===== config.mk =====
export PLATFORM = sky130hd
export DESIGN_NAME = alu_seq_exec
export DESIGN_NICKNAME = d
export VERILOG_FILES = /design/src/rtl/alu_pkg.sv /design/src/rtl/alu_core.sv /design/src/rtl/alu_seq_exec.sv
export SDC_FILE = /design/constraint.sdc
export NUM_CORES = 1
export LEC_CHECK = 0
export ABC_CLOCK_PERIOD_IN_PS = 3250
export BUFFER_PORTS_ARGS = -buffer_cell sky130_fd_sc_hd__buf_2
export CAP_MARGIN = 20
export CORE_ASPECT_RATIO = 0.75
export CORE_MARGIN = 4
export CORE_UTILIZATION = 40
export DETAILED_ROUTE_END_ITERATION = 12
export PLACE_DENSITY = 0.61
export SETUP_SLACK_MARGIN = 0.1
export SYNTH_ARGS = -nofsm -noshare
export SYNTH_HDL_FRONTEND = slang
export SYNTH_SLANG_ARGS = --single-unit

===== constraint.sdc =====
create_clock -name clk -period 3.25 [get_ports clk]
set_clock_uncertainty 0.1 [all_clocks]
set_input_delay 0.4875 -clock clk [delete_from_list [all_inputs] [get_ports clk]]
set_output_delay 0.4875 -clock clk [all_outputs]
set_load 0.01 [all_outputs]

===== src/rtl/alu_pkg.sv =====
// alu_pkg: shared ALU opcodes and execute-unit state encoding
package alu_pkg;
  localparam logic [2:0] ALU_ADD = 3'b000;
  localparam logic [2:0] ALU_SUB = 3'b010;
  localparam logic [2:0] ALU_SLL = 3'b001;
  localparam logic [2:0] ALU_SRL = 3'b101;
  localparam logic [2:0] ALU_XOR = 3'b100;
  localparam logic [2:0] ALU_OR  = 3'b110;
  localparam logic [2:0] ALU_AND = 3'b111;
  typedef enum logic [1:0] {S_IDLE = 2'd0, S_SHIFT = 2'd1, S_DONE = 2'd2} state_e;
endpackage


===== src/rtl/alu_core.sv =====
// alu_core: single-cycle ALU ops; barrel shifts only when ALU_BARREL_SHIFT_EN is defined
module alu_core import alu_pkg::*; #(
  parameter int XLEN = 32
`ifdef ALU_BARREL_SHIFT_EN
  , parameter int SHAMT_W = 5
`endif
) (
  input  logic [2:0]      op_i,
  input  logic [XLEN-1:0] a_i,
  input  logic [XLEN-1:0] b_i,
  output logic [XLEN-1:0] y_o
);
  always_comb begin
    y_o = op_i == ALU_SUB ? a_i - b_i :
          op_i == ALU_XOR ? a_i ^ b_i :
          op_i == ALU_OR  ? a_i | b_i :
          op_i == ALU_AND ? a_i & b_i :
`ifdef ALU_BARREL_SHIFT_EN
          op_i == ALU_SLL ? a_i << b_i[SHAMT_W-1:0] :
          op_i == ALU_SRL ? a_i >> b_i[SHAMT_W-1:0] :
`else
          (op_i == ALU_SLL || op_i == ALU_SRL) ? a_i :
`endif
          a_i + b_i;
  end
endmodule


===== src/rtl/alu_seq_exec.sv =====
// alu_seq_exec: handshaked execute unit; iterative shifter unless ALU_BARREL_SHIFT_EN is defined
module alu_seq_exec import alu_pkg::*; #(
  parameter int XLEN    = 32,
  parameter int SHAMT_W = 5
) (
  input  logic            clk,
  input  logic            rst_n,
  input  logic            in_valid,
  output logic            in_ready,
  input  logic [2:0]      ALUcontrol,
  input  logic [XLEN-1:0] a,
  input  logic [XLEN-1:0] b,
  input  logic            flush,
  output logic            out_valid,
  input  logic            out_ready,
  output logic [XLEN-1:0] result,
  output logic            zero
);
  state_e state_q, state_d;
  logic [XLEN-1:0] result_q, result_d, core_y;
  logic zero_q, zero_d;
  alu_core #(
    .XLEN(XLEN)
`ifdef ALU_BARREL_SHIFT_EN
    , .SHAMT_W(SHAMT_W)
`endif
  ) u_core (.op_i(ALUcontrol), .a_i(a), .b_i(b), .y_o(core_y));
`ifndef ALU_BARREL_SHIFT_EN
  logic [XLEN-1:0] work_q, work_d, src, shifted;
  logic [SHAMT_W-1:0] cnt_q, cnt_d, rem;
  logic left_q, left_d, dir_left, stepping, last;
  // The first bit step happens on the accept edge, so a shift by k is done k edges after accept.
  assign stepping = state_q == S_SHIFT || (state_q == S_IDLE && in_valid &&
                    (ALUcontrol == ALU_SLL || ALUcontrol == ALU_SRL) && b[SHAMT_W-1:0] != '0);
  assign dir_left = state_q == S_SHIFT ? left_q : ALUcontrol == ALU_SLL;
  assign src      = state_q == S_SHIFT ? work_q : a;
  assign rem      = state_q == S_SHIFT ? cnt_q : b[SHAMT_W-1:0];
  assign shifted  = dir_left ? src << 1 : src >> 1;
  assign last     = rem == SHAMT_W'(1);
`endif
  always_comb begin
    state_d  = state_q;
    result_d = result_q;
    zero_d   = zero_q;
`ifndef ALU_BARREL_SHIFT_EN
    work_d = work_q;
    cnt_d  = cnt_q;
    left_d = left_q;
`endif
    if (flush) state_d = S_IDLE;
`ifndef ALU_BARREL_SHIFT_EN
    else if (stepping) begin
      work_d   = shifted;
      cnt_d    = rem - SHAMT_W'(1);
      left_d   = dir_left;
      state_d  = last ? S_DONE : S_SHIFT;
      result_d = last ? shifted : result_q;
      zero_d   = last ? shifted == '0 : zero_q;
    end
`endif
    else if (state_q == S_IDLE && in_valid) begin
      state_d  = S_DONE;
      result_d = core_y;
      zero_d   = core_y == '0;
    end
    else if (state_q == S_DONE && out_ready) state_d = S_IDLE;
  end
  always_ff @(posedge clk or negedge rst_n) begin
    if (!rst_n) begin
      state_q  <= S_IDLE;
      result_q <= '0;
      zero_q   <= 1'b0;
`ifndef ALU_BARREL_SHIFT_EN
      work_q <= '0;
      cnt_q  <= '0;
      left_q <= 1'b0;
`endif
    end else begin
      state_q  <= state_d;
      result_q <= result_d;
      zero_q   <= zero_d;
`ifndef ALU_BARREL_SHIFT_EN
      work_q <= work_d;
      cnt_q  <= cnt_d;
      left_q <= left_d;
`endif
    end
  end
  assign in_ready  = state_q == S_IDLE;
  assign out_valid = state_q == S_DONE;
  assign result    = result_q;
  assign zero      = zero_q;
endmodule


==> out/metrics.cfg <==
[drt]
drt_iter0_markers = 1570
wl_met2_um = 21600
vias = 13500
routed.top_layer = met4
dr.pass1.iters = 6
met1_length_um = 22700
wl_um = 50400
drc_errors = 0
wl_per_cell_um = 22.0
antenna_left = 0
dr_wl_met3_um = 4660
routed_via_density = 5.88

[synthesis]
synth_edf_count = 0
synth_nets = 1646
synth.cell_area_um2 = 10400
synth_ff_type = dfrtp_1
synth_top_area_share = 0.176
yosysWarnings = 0
syn_inst = 1471
ys_ff_latch = 73
yosys.area.top_type = dfrtp_1
async_reset_ff_frac = 1.00
yosysUniqueCellTypes = 94
syn_area_per_cell_um2 = 7.06
netlist_top_cells_area = dfrtp_1 (18%), ha_1 (12%), nand2_1 (8.3%)
synth-seq-area-share = 0.176

[place]
port_buffers = 106
pre_cts_ws_ps = -913
place.gp.congestion = 1.04
place_hpwl_um = 39400

[timing]
slew_viol_final = 0
tns_ps = -739
post-route-min-period_ps = 3490
timing.fmax_mhz = 287
finalSetupViolCount = 4
rsz0062_at_grt = yes
finalCritPeriodShare = 1.07
relSlewSlack = 0.349
worstMarginPinSlew_ps = 976
timing.final.ws_setup_ps = -235
finalHoldViolCount = 0

[setup_path]
r2r-start = state_q[1]
cp_max_fo = 6
timing.rr.end = zero
start_kind = input port
rr_worst_depth = 11
critPathArrivalTime_ps = 3680
cp-end-kind = flip-flop
crit_type = input port to flip-flop
r2r_slack_ps = 60
cp.required_ps = 3440

[clock_network]
clkSinkCount = 73
clk_latency_ps = 350
numCtsBuffers = 9
clk_pin_slew_ps = 70
cts_root_buf = clkbuf_16
cts_tree = built
clockBufferDepth = 2
h-tree-depth = 3

[min_path]
min_path_type = input port to asynchronous set/reset pin

[grt]
grt_pass1_wl_um = 76100
gr-usage-all-layers = 0.335
antenna_found_initial = 0
grt-ovfl-total = 0
grt_max_degree = 74
grt_pass1_vias = 12900

[final_layout]
layout-drive-gt1-share = 0.397
antenna_cells = 0
nets = 2126
area_growth_pct = 54.3
mostFrequentLayoutCells = buf_4 (437), nand2_1 (224), o21ai_0 (142)
layout_commonest_cell = buf_4

[floorplanning]
die_y_um = 148
io_pins = 107
rows = 50
core-area_um2 = 25300
die_area_um2 = 28600
dieWidth_um = 194
floorplan.initialDensity = 0.411

[status]
violations = setup timing
status = complete, but fails checks

[run]
maxCapViolCount = 0

[power_and_ir_drop]
ir_drop_v = 0.000296
power.leakage_uw = 0.00758
cellPowerDensity_nw_per_um2 = 362

flip-flops by register name (all words and copies together) (netlist names):
name	count
result	32
work_q	32
cnt_q	5
state_q	2
zero	1
left_q	1
worst max path at each step:
stage / from / endpoint / slack [ps] / depth (start not counted)
final: a[0] / zero / -240 / 17
after global placement: a[6] / zero / -840 / 16
after detailed placement: a[6] / zero / -910 / 15
after floorplan: a[0] / zero / -100 / 14
after CTS: a[19] / result[30] / -150 / 15
after global routing: a[13] / result[30] / -350 / 15
area by class of cell:
cell class              instances  area, um2
fillers                      2307       9250
flip-flops and latches         73       1830
clock buffers                  10        229
inverters                     102        423
well taps                     338        423
clock inverters                 6       67.6
multi-input cells            1197       8800
repair buffers                568       4260
cell families after synthesis:
| group | Yosys count | synth area share |
|---|---|---|
| muxes | 38 | 0.0390 |
| xor gates and xnor gates | 11 | 0.00928 |
| and+or+nand+nor | 525 | 0.236 |
| buffers and inverters | 201 | 0.0783 |
| DFF | 73 | 0.176 |
| AOI/OAI and AO/OA | 520 | 0.336 |
| adders and majority gates | 103 | 0.126 |
metal layers:
metal / vias up / global-route usage
li1: 6259 / -
met1: 6381 / 0.498
met2: 757 / 0.509
met3: 99 / 0.0463
met4: 0 / 0.0931
met5: - / 0
power breakdown:
| group | internal, uW | leakage, uW | total [uW] | switching, uW |
|---|---|---|---|---|
| Combinational | 1550 | 0.00652 | 3340 | 1790 |
| Clock | 598 | 0.000139 | 1030 | 429 |
| Sequential | 1220 | 0.000921 | 1430 | 216 |
critical path, stage by stage:
cell,delay (ps)
buf_8,90
ha_4,150
inv_4,30
fa_2,350
and2b_2,260
o31ai_4,90
a211o_4,420
buf_4,170
a21oi_4,150
nand2_1,90
mux2i_1,150
o211ai_1,140
or4_4,520
nor4_4,230
buf_4,170
nand4_1,90
nand2_1,80
synthesized netlist by cell type (all sizes together), types with 9 or more instances:
cell / instances
nand3: 20
ha: 101
nor2: 113
o211ai: 38
nor2b: 28
mux2i: 18
nand2: 229
a22oi: 13
a211oi: 27
clkbuf: 63
a31oi: 19
a21oi: 104
o31ai: 18
or3: 10
buf: 36
nand4: 13
o21a: 9
nor3: 33
o22ai: 12
nand2b: 17
mux2: 20
a21o: 18
a221oi: 11
o21ai: 167
nor4: 14
dfrtp: 73
inv: 102
timing repair:
item	CTS	global route
pin swaps	51	69
setup buffers	20	17
hold buffers	0	0
endpoints found under the hold margin	0	0
resized for setup	172	98
endpoints found under the setup margin	17	17
per-stage QoR:
stage | utilization | total power, uW | instance area [um2] | hold slack [ps] | instances
global placement | 0.563 | 4310 | 14200 | 357 | 2244
CTS | 0.613 | 5600 | 15500 | 200 | 2279
finish | 0.634 | 5800 | 16000 | 190 | 2294
global route | 0.634 | 6130 | 16000 | 222 | 2294
floorplan | - | 2900 | 10400 | 91.9 | 1471
detailed placement | 0.563 | 4350 | 14200 | 362 | 2244
(Power assumes the default switching activity.)
